$ cat config.mk
export PLATFORM = sky130hd
export DESIGN_NAME = rr_vn_arb_p
export DESIGN_NICKNAME = d
export VERILOG_FILES = /design/src/rtl/rr_vn_arb_p.sv
export SDC_FILE = /design/constraint.sdc
export NUM_CORES = 1
export LEC_CHECK = 0
export ABC_CLOCK_PERIOD_IN_PS = 4400
export BUFFER_PORTS_ARGS = -buffer_cell sky130_fd_sc_hd__buf_2
export CORE_AREA = 2 2 44 46
export DETAILED_ROUTE_END_ITERATION = 7
export DIE_AREA = 0 0 46 48
export GPL_ROUTABILITY_DRIVEN = 0
export PLACE_DENSITY = 0.65
export SYNTH_ARGS = -nofsm -noshare
export SYNTH_HDL_FRONTEND = slang
export SYNTH_SLANG_ARGS = --single-unit
$ cat constraint.sdc
create_clock -name clk -period 4.4 [get_ports clk]
set_clock_uncertainty 0.15 [all_clocks]
set_input_delay 0.66 -clock clk [delete_from_list [all_inputs] [get_ports clk]]
set_output_delay 0.66 -clock clk [all_outputs]
set_load 0.05 [all_outputs]
$ cat src/rtl/rr_vn_arb_p.sv
// rr_vn_arb_p: registered round-robin arbiter over all NUM_VN x NUM_VC injector request lines.
// Optional packet lock (grant held until tail_i) is compiled in with `define RR_VN_ARB_LOCK_EN.
module rr_vn_arb_p #(
    parameter int NUM_VC = 1,
    parameter int NUM_VN = 3,
    localparam int N = NUM_VC * NUM_VN,
    localparam int B = (N > 1) ? $clog2(N) : 1
) (
    input  logic         clk,
    input  logic         rst_n,
    input  logic [N-1:0] req_i,
    input  logic         ack_i,
    input  logic         tail_i,
    output logic [N-1:0] gnt_o,
    output logic [B-1:0] gnt_id_o,
    output logic         gnt_valid_o,
    output logic [B-1:0] ptr_o
);

`ifdef RR_VN_ARB_LOCK_EN
    typedef enum logic [1:0] {
        ST_IDLE  = 2'd0,
        ST_GRANT = 2'd1,
        ST_LOCK  = 2'd2
    } state_t;
`else
    typedef enum logic {
        ST_IDLE  = 1'b0,
        ST_GRANT = 1'b1
    } state_t;
`endif

    localparam logic [B:0]   N_EXT  = (B+1)'(N);
    localparam logic [B-1:0] ID_MAX = B'(N - 1);

    state_t       state_q;
    logic [N-1:0] gnt_q;
    logic [B-1:0] gnt_id_q;
    logic         gnt_valid_q;
    logic [B-1:0] ptr_q;

    logic         any_req;
    logic         held;
    logic         release_w;
    logic         withdraw_w;
    logic [B-1:0] ptr_adv;
    logic [B-1:0] arb_ptr;
    logic [2*N-1:0] req_dbl;
    logic [N-1:0] rot;
    logic [B-1:0] enc;
    logic [B:0]   win_sum;
    logic [B-1:0] win_id;
    logic [N-1:0] win_oh;

    assign any_req = |req_i;
    assign held    = |(gnt_q & req_i);
    assign ptr_adv = (gnt_id_q == ID_MAX) ? '0 : gnt_id_q + 1'b1;

`ifdef RR_VN_ARB_LOCK_EN
    logic lock_w;
    assign release_w = gnt_valid_q & ack_i & tail_i;
    assign lock_w    = (state_q == ST_GRANT) & ack_i & ~tail_i & held;
`else
    logic unused_tail;
    assign unused_tail = tail_i;
    assign release_w   = gnt_valid_q & ack_i;
`endif

    // Release and withdrawal are exclusive; release wins if the bit also drops.
    assign withdraw_w = gnt_valid_q & ~held & ~release_w;

    // Back-to-back regrant must already see the advanced pointer.
    assign arb_ptr = release_w ? ptr_adv : ptr_q;

    always_comb begin
        req_dbl = {req_i, req_i};
        rot     = N'(req_dbl >> arb_ptr);
        enc     = '0;
        for (int i = N - 1; i >= 0; i--) begin
            if (rot[i]) begin
                enc = B'(i);
            end
        end
        win_sum = {1'b0, enc} + {1'b0, arb_ptr};
        win_id  = (win_sum >= N_EXT) ? B'(win_sum - N_EXT) : B'(win_sum);
    end

    for (genvar gi = 0; gi < N; gi++) begin : g_win_oh
        assign win_oh[gi] = (win_id == B'(gi));
    end

    always_ff @(posedge clk) begin
        if (!rst_n) begin
            state_q     <= ST_IDLE;
            gnt_q       <= '0;
            gnt_id_q    <= '0;
            gnt_valid_q <= 1'b0;
            ptr_q       <= '0;
        end else begin
            if (release_w) begin
                ptr_q <= ptr_adv;
            end
            case (state_q)
                ST_IDLE: begin
                    if (any_req) begin
                        state_q     <= ST_GRANT;
                        gnt_q       <= win_oh;
                        gnt_id_q    <= win_id;
                        gnt_valid_q <= 1'b1;
                    end
                end
                default: begin
                    if (release_w || withdraw_w) begin
                        if (any_req) begin
                            state_q     <= ST_GRANT;
                            gnt_q       <= win_oh;
                            gnt_id_q    <= win_id;
                            gnt_valid_q <= 1'b1;
                        end else begin
                            state_q     <= ST_IDLE;
                            gnt_q       <= '0;
                            gnt_id_q    <= '0;
                            gnt_valid_q <= 1'b0;
                        end
                    end
`ifdef RR_VN_ARB_LOCK_EN
                    else if (lock_w) begin
                        state_q <= ST_LOCK;
                    end
`endif
                end
            endcase
        end
    end

    assign gnt_o       = gnt_q;
    assign gnt_id_o    = gnt_id_q;
    assign gnt_valid_o = gnt_valid_q;
    assign ptr_o       = ptr_q;

`ifndef SYNTHESIS
    a_onehot: assert property (@(posedge clk) disable iff (!rst_n)
        gnt_valid_q |-> $onehot(gnt_q));
    a_idle_zero: assert property (@(posedge clk) disable iff (!rst_n)
        !gnt_valid_q |-> (gnt_q == '0));
`endif

endmodule

# Word-level counts from Yosys, hierarchy flattened
# Index checks and enable logic that the tools add are counted.
# totals
register_bits,9
inputBits,7
output_inout_bits,8
elab_cells,46
# classes
n_addsub,3
order_cmp,1
n_eq_ne,4
shift,1
muxes,20
bitwise_logic,6
n_reduce_logical,6
# ops
operator,count
2-to-1 mux 2 bit,10
2-to-1 mux 3 bit,4
2-to-1 mux 1 bit,6
OR reduction 3 bit,2
>> shifter 6 x 2 -> 3 bit,1
"== test 2 bit, second input constant",2
adder 2 x 2 -> 3 bit,1
bitwise AND 1 bit,3
bitwise AND 3 bit,1
">= comparator 3 x 2 -> 1 bit, second input constant",1
"adder 2 x 1 -> 2 bit, second input constant",1
"== test 2 x 1 -> 1 bit, second input constant",1
zero test 2 bit,1
"!= test 2 x 1 -> 1 bit, second input constant",1
NOT 1 bit,2
AND reduction 2 bit,1
nonzero test 2 bit,1
"subtractor 2 bit, second input constant",1
logical OR 1 bit,1

# Longest topological paths before layout
# Gate-level depths: netlist (run 1).
# depth
ltp_word,14
depth_mapped,11
depth_no_buf,11

# Worst setup path after synthesis (run 1)
# OpenSTA, ideal clock, no wires.
# synth_path
path_kind,register to register
from,"reg gnt_valid_q, in the netlist gnt_valid_o"
to,"reg gnt_q[1], in the netlist gnt_o[1]"
setup_ns,0.092
t_arrival_ns,3.232
required_time_ns,4.158
path_slack_ns,0.926
path_stages_with_launch,12
path_buffers,0
period_less_slack_ns,3.474
path_cell_list,dfxtp_1 -> nand2_2 -> a21oi_2 -> or4bb_1 -> o311ai_1 -> ha_1 -> fa_1 -> ha_1 -> or3_1 -> a21oi_1 -> nand2_1 -> o32ai_1
# synth_between
elab_chain_cells,13
word_cells_on_any_way,21
classes_between,2 x add/sub; 1 x order compare; 2 x eq/ne; 1 x shift; 9 x mux; 4 x bitwise; 2 x reduce/logical
# synth_lines
item,line_no,rtl
"start, declared",39,logic gnt_valid_q;
"start signal, assigned",97,gnt_valid_q <= 1'b0;
"start signal, assigned",109,gnt_valid_q <= 1'b1;
"start signal, assigned",118,gnt_valid_q <= 1'b1;
bitwise AND 1 bit,66,assign release_w = gnt_valid_q & ack_i;
2-to-1 mux 2 bit,-,
>> shifter 6 x 2 -> 3 bit,77,rot = N'(req_dbl >> arb_ptr);
2-to-1 mux 2 bit (3 in series),80,if (rot[i]) begin
adder 2 x 2 -> 3 bit,84,"win_sum = {1'b0, enc} + {1'b0, arb_ptr};"
>= comparator 3 x 2 -> 1 bit or subtractor 2 bit (tied branches),85,win_id = (win_sum >= N_EXT) ? B'(win_sum - N_EXT) : B'(win_sum);
2-to-1 mux 2 bit,85,
== test 2 x 1 -> 1 bit,89,assign win_oh[gi] = (win_id == B'(gi));
2-to-1 mux 3 bit,114,if (any_req) begin
2-to-1 mux 3 bit,113,if (release_w || withdraw_w) begin
2-to-1 mux 3 bit,103,case (state_q)
"end signal, assigned",107,gnt_q <= win_oh;
"end signal, assigned",116,gnt_q <= win_oh;
"end, declared",37,logic [N-1:0] gnt_q;
# Several ways; a longest one is shown, not always the timed one. The select of a mux whose other input is x is not followed.
# A chain may end at the register's enable or synchronous reset.

# Worst setup path after layout (run 1)
# layout_path
from,in ack_i
to,"reg gnt_q[1], in the netlist gnt_o[1]"
# layout_between
elab_chain_cells,13
word_cells_on_any_way,20
classes_between,2 x add/sub; 1 x order compare; 2 x eq/ne; 1 x shift; 9 x mux; 3 x bitwise; 2 x reduce/logical
# layout_lines
item,line_no,rtl
"start, declared",12,"input logic ack_i,"
bitwise AND 1 bit *,66,
2-to-1 mux 2 bit,-,
>> shifter 6 x 2 -> 3 bit,77,
2-to-1 mux 2 bit (3 in series),80,
adder 2 x 2 -> 3 bit,84,
>= comparator 3 x 2 -> 1 bit or subtractor 2 bit (tied branches),85,
2-to-1 mux 2 bit,85,
== test 2 x 1 -> 1 bit,89,
2-to-1 mux 3 bit,114,
2-to-1 mux 3 bit,113,
2-to-1 mux 3 bit,103,
# Every way passes the cells marked *; elsewhere a longest branch is shown, timed or not. The select of a mux whose other input is x is not followed.

==> flow_metrics.env, run 1 <==
export IMPL_synth_top_cell_by_area="dfxtp_1"
export IMPL_crit_type="primary input to register"
export IMPL_synth_edf_count=0
export IMPL_cp_startpoint="ack_i"
export IMPL_crit_fanout=7
export IMPL_synthFlopType="dfxtp_1"
export IMPL_crit_cells=12
export IMPL_drc_errors=0
export IMPL_synth_cell_types=32
export IMPL_timing_final_crit_share_pct=79.19
export IMPL_timing_rr_start="gnt_id_o[1]"
export IMPL_synth_seq_cells=9
export IMPL_setup_worst_path_end="gnt_o[1]"
export IMPL_period_needed_ns=3.485
export IMPL_drive_gt1_share_pct=28.75
export IMPL_antennaDiodeCount=0
export IMPL_start_util_pct=33.70
export IMPL_grt_overflow=0
export IMPL_outcome="complete, no violations"
export IMPL_io_pins=15
export IMPL_dr_pass1_iters=4
export IMPL_grt_max_degree=15
export IMPL_ir_worst_vdd_mv=0.2435
export IMPL_setup_tns_ns=0
export IMPL_rows=15
export IMPL_cts_root_buf="clkbuf_4"
export IMPL_netlist_top_cells_count="dfxtp_1 (9), nand2_1 (9), inv_1 (4)"
export IMPL_nets=91
export IMPL_syn_inst=64
export IMPL_cts_tree="yes"
export IMPL_path_cells="buf_2 > nand2_2 > mux2i_4 > or4b_1 > o311ai_1 > ha_1 > fa_1 > ha_1 > or3_1 > a21oi_1 > nand2_1 > o32ai_1"
export IMPL_cts_buffers=3
export IMPL_max_cap_violations=0
export IMPL_ant_nets=0
export IMPL_synth_area_leaders="dfxtp_1 (32%), nand2_1 (5.9%), ha_1 (4.4%)"
export IMPL_core_area_sq_um=1689
export IMPL_critical_path_arrival_ns=3.50
export IMPL_cp_common_cell="ha_1"
export IMPL_hpwlAfterDp_um=953.5
export IMPL_drt_iter0_drc=13
export IMPL_path_delay_family="simple AND/OR/NAND/NOR gates"
export IMPL_use_met1_pct=15.77
export IMPL_wl_per_cell_um=12.91
export IMPL_antenna_found_initial=0
export IMPL_vias_per_cell=5.485
export IMPL_cts_setup_buffers=0
export IMPL_htreeDepth=1
export IMPL_yosysWarningCount=0
export IMPL_placed_cell_area_sq_um=651.9
export IMPL_crit_buf_inv=1
export IMPL_rsz0062_at_grt="false"
export IMPL_vias=532
export IMPL_clk_pin_slew_ns=0.06
export IMPL_required_ns=4.41
export IMPL_worstSetupEndpointType="register"
export IMPL_postSynthAreaPerCell_sq_um=8.895
export IMPL_reg2reg_slack_ns=1.05
export IMPL_final_cell_area_sq_um=678.2
export IMPL_ys_seq_area_share_pct=31.65
export IMPL_hp_start="gnt_id_o[1]"
export IMPL_dieWidth_um=46
export IMPL_syn2layout_area_growth_pct=19.12
export IMPL_crit_path_start_kind="primary input"
export IMPL_yosys_area_top_type_share_pct=31.65
export IMPL_grt_pass1_vias=448
export IMPL_clk_latency_ns=0.26
export IMPL_timing_rr_end="gnt_o[1]"
export IMPL_grt_pass1_wl_mm=1.932
export IMPL_wirelength_mm=1.252
export IMPL_slowest_stage="or4b_1"
export IMPL_globalRouteMet3Util_pct=6.792
export IMPL_grt_util_all_layers_pct=12.69
export IMPL_power_density_nw_per_um2=690.5
export IMPL_ctsHoldBuffers=0
export IMPL_hold_viol=0
export IMPL_worstRegToRegCells=11
export IMPL_gr_usage_met2_pct=20.00
export IMPL_slew_headroom_pct=79.19
export IMPL_fill_cells=165
export IMPL_synth_cell_area_sq_um=569.3
export IMPL_io_buffers=13
export IMPL_power_leakage_nw=0.3160
export IMPL_max_clock_freq_ghz=0.2870
export IMPL_synthArstFlopShare_pct=0
export IMPL_top_usage_layer="met2"
export IMPL_cpPeakStageDelay_ns=0.47
export IMPL_dieHeight_um=48
export IMPL_cts_buffer_depth=2
export IMPL_slew_violations=0
export IMPL_dieArea_sq_um=2208
export IMPL_clock_sinks=9
export IMPL_hp_class="register to register"
export IMPL_cts_repair_resized=0
export IMPL_synthesis_nets=74
export IMPL_setup_viol=0
export IMPL_worst_pin_slew_ns=0.3097
## logic make-up (layout without fill, tap and decap cells)
family          after synthesis  in the layout  share of synthesized area [%]
xor+xnor                      1              1                          1.539
mux                           1              1                          3.956
compound gates               18             18                          24.84
fa+ha+maj                     3              3                          7.912
buf+inv                       5             21                          3.295
flops                         9              9                          31.65
simple gates                 27             27                          26.81
## worst min path at each step
stage,to,slack (ns),cells past startpoint
2_1_floorplan,gnt_valid_o,0.40,2
3_3_place_gp,gnt_o[2],0.33,2
3_5_place_dp,gnt_id_o[1],0.34,2
4_1_cts,gnt_id_o[1],0.34,2
5_1_grt,gnt_id_o[1],0.37,2
6_report,gnt_id_o[1],0.34,2
## area by class of cell
| cell class | instances | area, sq um | share of cell area [%] |
|---|---|---|---|
| clock buffer | 4 | 26.28 | 3.875 |
| inverter | 4 | 15.01 | 2.214 |
| multi-input combinational | 50 | 370.4 | 54.61 |
| sequential | 9 | 180.2 | 26.57 |
| tap | 17 | 21.27 | 3.137 |
| timing repair buffer | 13 | 65.06 | 9.594 |
## routing by layer
| layer | up-vias | routed length [um] |
|---|---|---|
| met5 | - | 0 |
| met4 | 0 | 0 |
| met3 | 0 | 112 |
| met2 | 22 | 585 |
| met1 | 240 | 554 |
| li1 | 270 | - |
## tightest hold or removal path: stages, from the launching register on
cell and delay (ns):
dfxtp_1 0.33, nand2_1 0.06, o22ai_1 0.06
## cells in the final DEF (no fill, tap or decap), types with 3 or more instances in the layout
| cell type | count |
|---|---|
| buf_2 | 13 |
| nor2_1 | 3 |
| dfxtp_1 | 9 |
| o22ai_1 | 3 |
| nand2_1 | 9 |
| clkbuf_4 | 3 |
| inv_1 | 4 |
## registers in the layout, summed over array words and instances (netlist names)
signal and cells:
gnt_o 3, gnt_id_o 2, ptr_o 2, gnt_valid_o 1, state_q 1
## stage by stage
step	hold slack [ns]	setup slack [ns]	util, %	power [mW]	instances
3_3_place_gp	0.3267	0.6949	38.59	0.3992	93
2_1_floorplan	0.3953	0.9261	-	0.3487	64
3_5_place_dp	0.3360	0.6557	38.59	0.4067	93
4_1_cts	0.3445	0.9170	40.15	0.4726	97
6_report	0.3447	0.9154	40.15	0.4683	97
5_1_grt	0.3720	0.7154	40.15	0.5080	97
## power breakdown
part / internal, mW / switching, mW / leakage, nW
registers: 0.105 / 0.0203 / 0.0742
clock network: 0.0350 / 0.0289 / 0.0150
logic: 0.0952 / 0.184 / 0.227
total: 0.235 / 0.233 / 0.316
Note: power is estimated with default switching activity, not from simulation.
==> inputs of run 2 (changes only) <==
Settings changed: ABC_CLOCK_PERIOD_IN_PS 4400 to 3200, PLACE_DENSITY 0.65 to 0.67.
Clock period 4.4 ns to 3.2 ns, I/O delays scaled along.
==> run 2 against run 1 <==
Net effect: first-iteration DRC count shrank 62%; flip-flop and latch count is the same; via count grew 6.8%; sequential power grew 44%; combinational power grew 91%; setup slack lost 0.89 ns; cell area grew 23%; critical path depth shrank 1; global-route usage grew 1.4 points; cell count grew 10%; largest power group unchanged.
==> flow_metrics.env, run 2 (synthesis results as in run 1) <==
export IMPL_cp_common_cell="ha_2"
export IMPL_grt_overflow=0
export IMPL_drive_gt1_share_pct=52.22
export IMPL_cpPeakStageDelay_ns=0.49
export IMPL_path_cells="nand2_4 > mux2i_4 > or4b_4 > o311ai_2 > ha_2 > fa_1 > ha_2 > or3_4 > a21oi_4 > nand2_2 > o32ai_2"
export IMPL_fill_cells=162
export IMPL_nets=101
export IMPL_timing_final_crit_share_pct=99.28
export IMPL_ctsHoldBuffers=0
export IMPL_dr_pass1_iters=2
export IMPL_slowest_stage="or4b_4"
export IMPL_power_leakage_nw=0.3779
export IMPL_crit_type="register to register"
export IMPL_slew_violations=0
export IMPL_dieHeight_um=48
export IMPL_cts_buffer_depth=2
export IMPL_grt_max_degree=15
export IMPL_reg2reg_slack_ns=0.02
export IMPL_wl_per_cell_um=12.35
export IMPL_hp_class="register to register"
export IMPL_core_area_sq_um=1689
export IMPL_hp_start="gnt_o[2]"
export IMPL_slew_headroom_pct=77.25
export IMPL_worstRegToRegCells=11
export IMPL_final_common_cell="buf_2"
export IMPL_drt_iter0_drc=5
export IMPL_grt_pass1_wl_mm=2.125
export IMPL_multi_input_area_sq_um=445.4
export IMPL_critical_path_arrival_ns=3.20
export IMPL_hpwlAfterDp_um=991
export IMPL_timing_rr_start="gnt_valid_o"
export IMPL_ant_nets=0
export IMPL_grt_pass1_vias=513
export IMPL_power_density_nw_per_um2=956.7
export IMPL_holdPathStages=2
export IMPL_start_util_pct=33.70
export IMPL_vias=568
export IMPL_cts_buffers=3
export IMPL_antenna_found_initial=0
export IMPL_crit_path_start_kind="register"
export IMPL_hold_path_end="gnt_o[2]"
export IMPL_worst_pin_slew_ns=0.3394
export IMPL_mostFrequentLayoutCells="buf_2 (13), buf_4 (10), nand2_1 (8), dfxtp_1 (6), inv_1 (4)"
export IMPL_fin_hold_ws_ns=0.3418
export IMPL_syn2layout_area_growth_pct=47.03
export IMPL_dieWidth_um=46
export IMPL_ff_latch_area_sq_um=188.9
export IMPL_rsz0062_at_grt="true"
export IMPL_io_pins=15
export IMPL_antennaDiodeCount=0
export IMPL_cp_startpoint="gnt_valid_o"
export IMPL_rows=15
export IMPL_cts_tree="yes"
export IMPL_wirelength_mm=1.321
export IMPL_vias_per_cell=5.308
export IMPL_grt_util_all_layers_pct=14.14
export IMPL_clk_latency_ns=0.26
export IMPL_clock_sinks=9
export IMPL_outcome="complete, no violations"
export IMPL_setup_viol=0
export IMPL_crit_fanout=5
export IMPL_clk_pin_slew_ns=0.06
export IMPL_htreeDepth=1
export IMPL_hold_viol=0
export IMPL_cts_root_buf="clkbuf_4"
export IMPL_period_needed_ns=3.177
export IMPL_required_ns=3.22
export IMPL_ir_worst_vdd_mv=0.4674
export IMPL_worstSetupEndpointType="register"
export IMPL_max_clock_freq_ghz=0.3148
export IMPL_dieArea_sq_um=2208
export IMPL_utilization_pct=49.56
export IMPL_timing_rr_end="gnt_o[1]"
export IMPL_drc_errors=0
export IMPL_largest_reg_flops=3
export IMPL_max_cap_violations=0
export IMPL_io_buffers=13
run 2: what timing repair did:
item | 4_1_cts | 5_1_grt
pin swaps | 2 | 6
endpoints found under the setup margin | 1 | 5
endpoints found under the hold margin | 0 | 0
gates cloned | 0 | 0
gates resized for setup | 5 | 7
buffers inserted | 0 | 1
run 2: area by class of cell:
| type | count | area share (%) |
|---|---|---|
| Clock buffer | 4 | 3.139 |
| Inverter | 4 | 1.794 |
| Timing Repair Buffer | 23 | 16.74 |
| Sequential cell | 9 | 22.57 |
| Multi-Input combinational cell | 50 | 53.21 |
| Tap cell | 17 | 2.541 |
run 2: power by group:
group / total (mW) / internal [mW] / leakage (nW) / switching [mW]
combinational: 0.534 / 0.228 / 0.287 / 0.305
sequential: 0.180 / 0.150 / 0.0757 / 0.0298
clock: 0.0876 / 0.0481 / 0.0150 / 0.0396
total: 0.801 / 0.426 / 0.378 / 0.375
run 2: worst max-delay path by stage:
stage	depth (start not counted)	slack [ns]	endpoint
detailed placement	12	-0.26	gnt_o[1]
CTS	11	0.003	gnt_o[1]
finish	11	0.02	gnt_o[1]
global route	11	-0.11	gnt_o[1]
floorplan	10	0.008	gnt_o[1]
global placement	12	-0.22	gnt_o[1]
run 2: through the flow:
step	worst slack, ns	TNS (ns)	instances	instance area, sq um	power, mW
after detailed placement	-0.2648	-0.9171	102	735.7	0.6059
after global placement	-0.2191	-0.6995	102	735.7	0.5956
after floorplan	0.007775	0	64	585.6	0.4888
final	0.02294	0	107	837.1	0.8008
after global routing	-0.1057	-0.3441	107	837.1	0.8639
after CTS	0.003363	0	106	792.0	0.7249
run 2: worst max-delay path, delay by kind of cell, from the launching register on:
kind,cells,cell delay [ns]
mux,1,0.25
flops,1,0.36
fa+ha+maj,3,0.90
simple gates,4,0.99
compound gates,3,0.43
run 2: metal layers:
layer	part of all wire, %	track usage (%)
met2	47	23.33
met5	0	0
met1	46	16.59
met3	5.5	6.792
met4	1.6	3.429
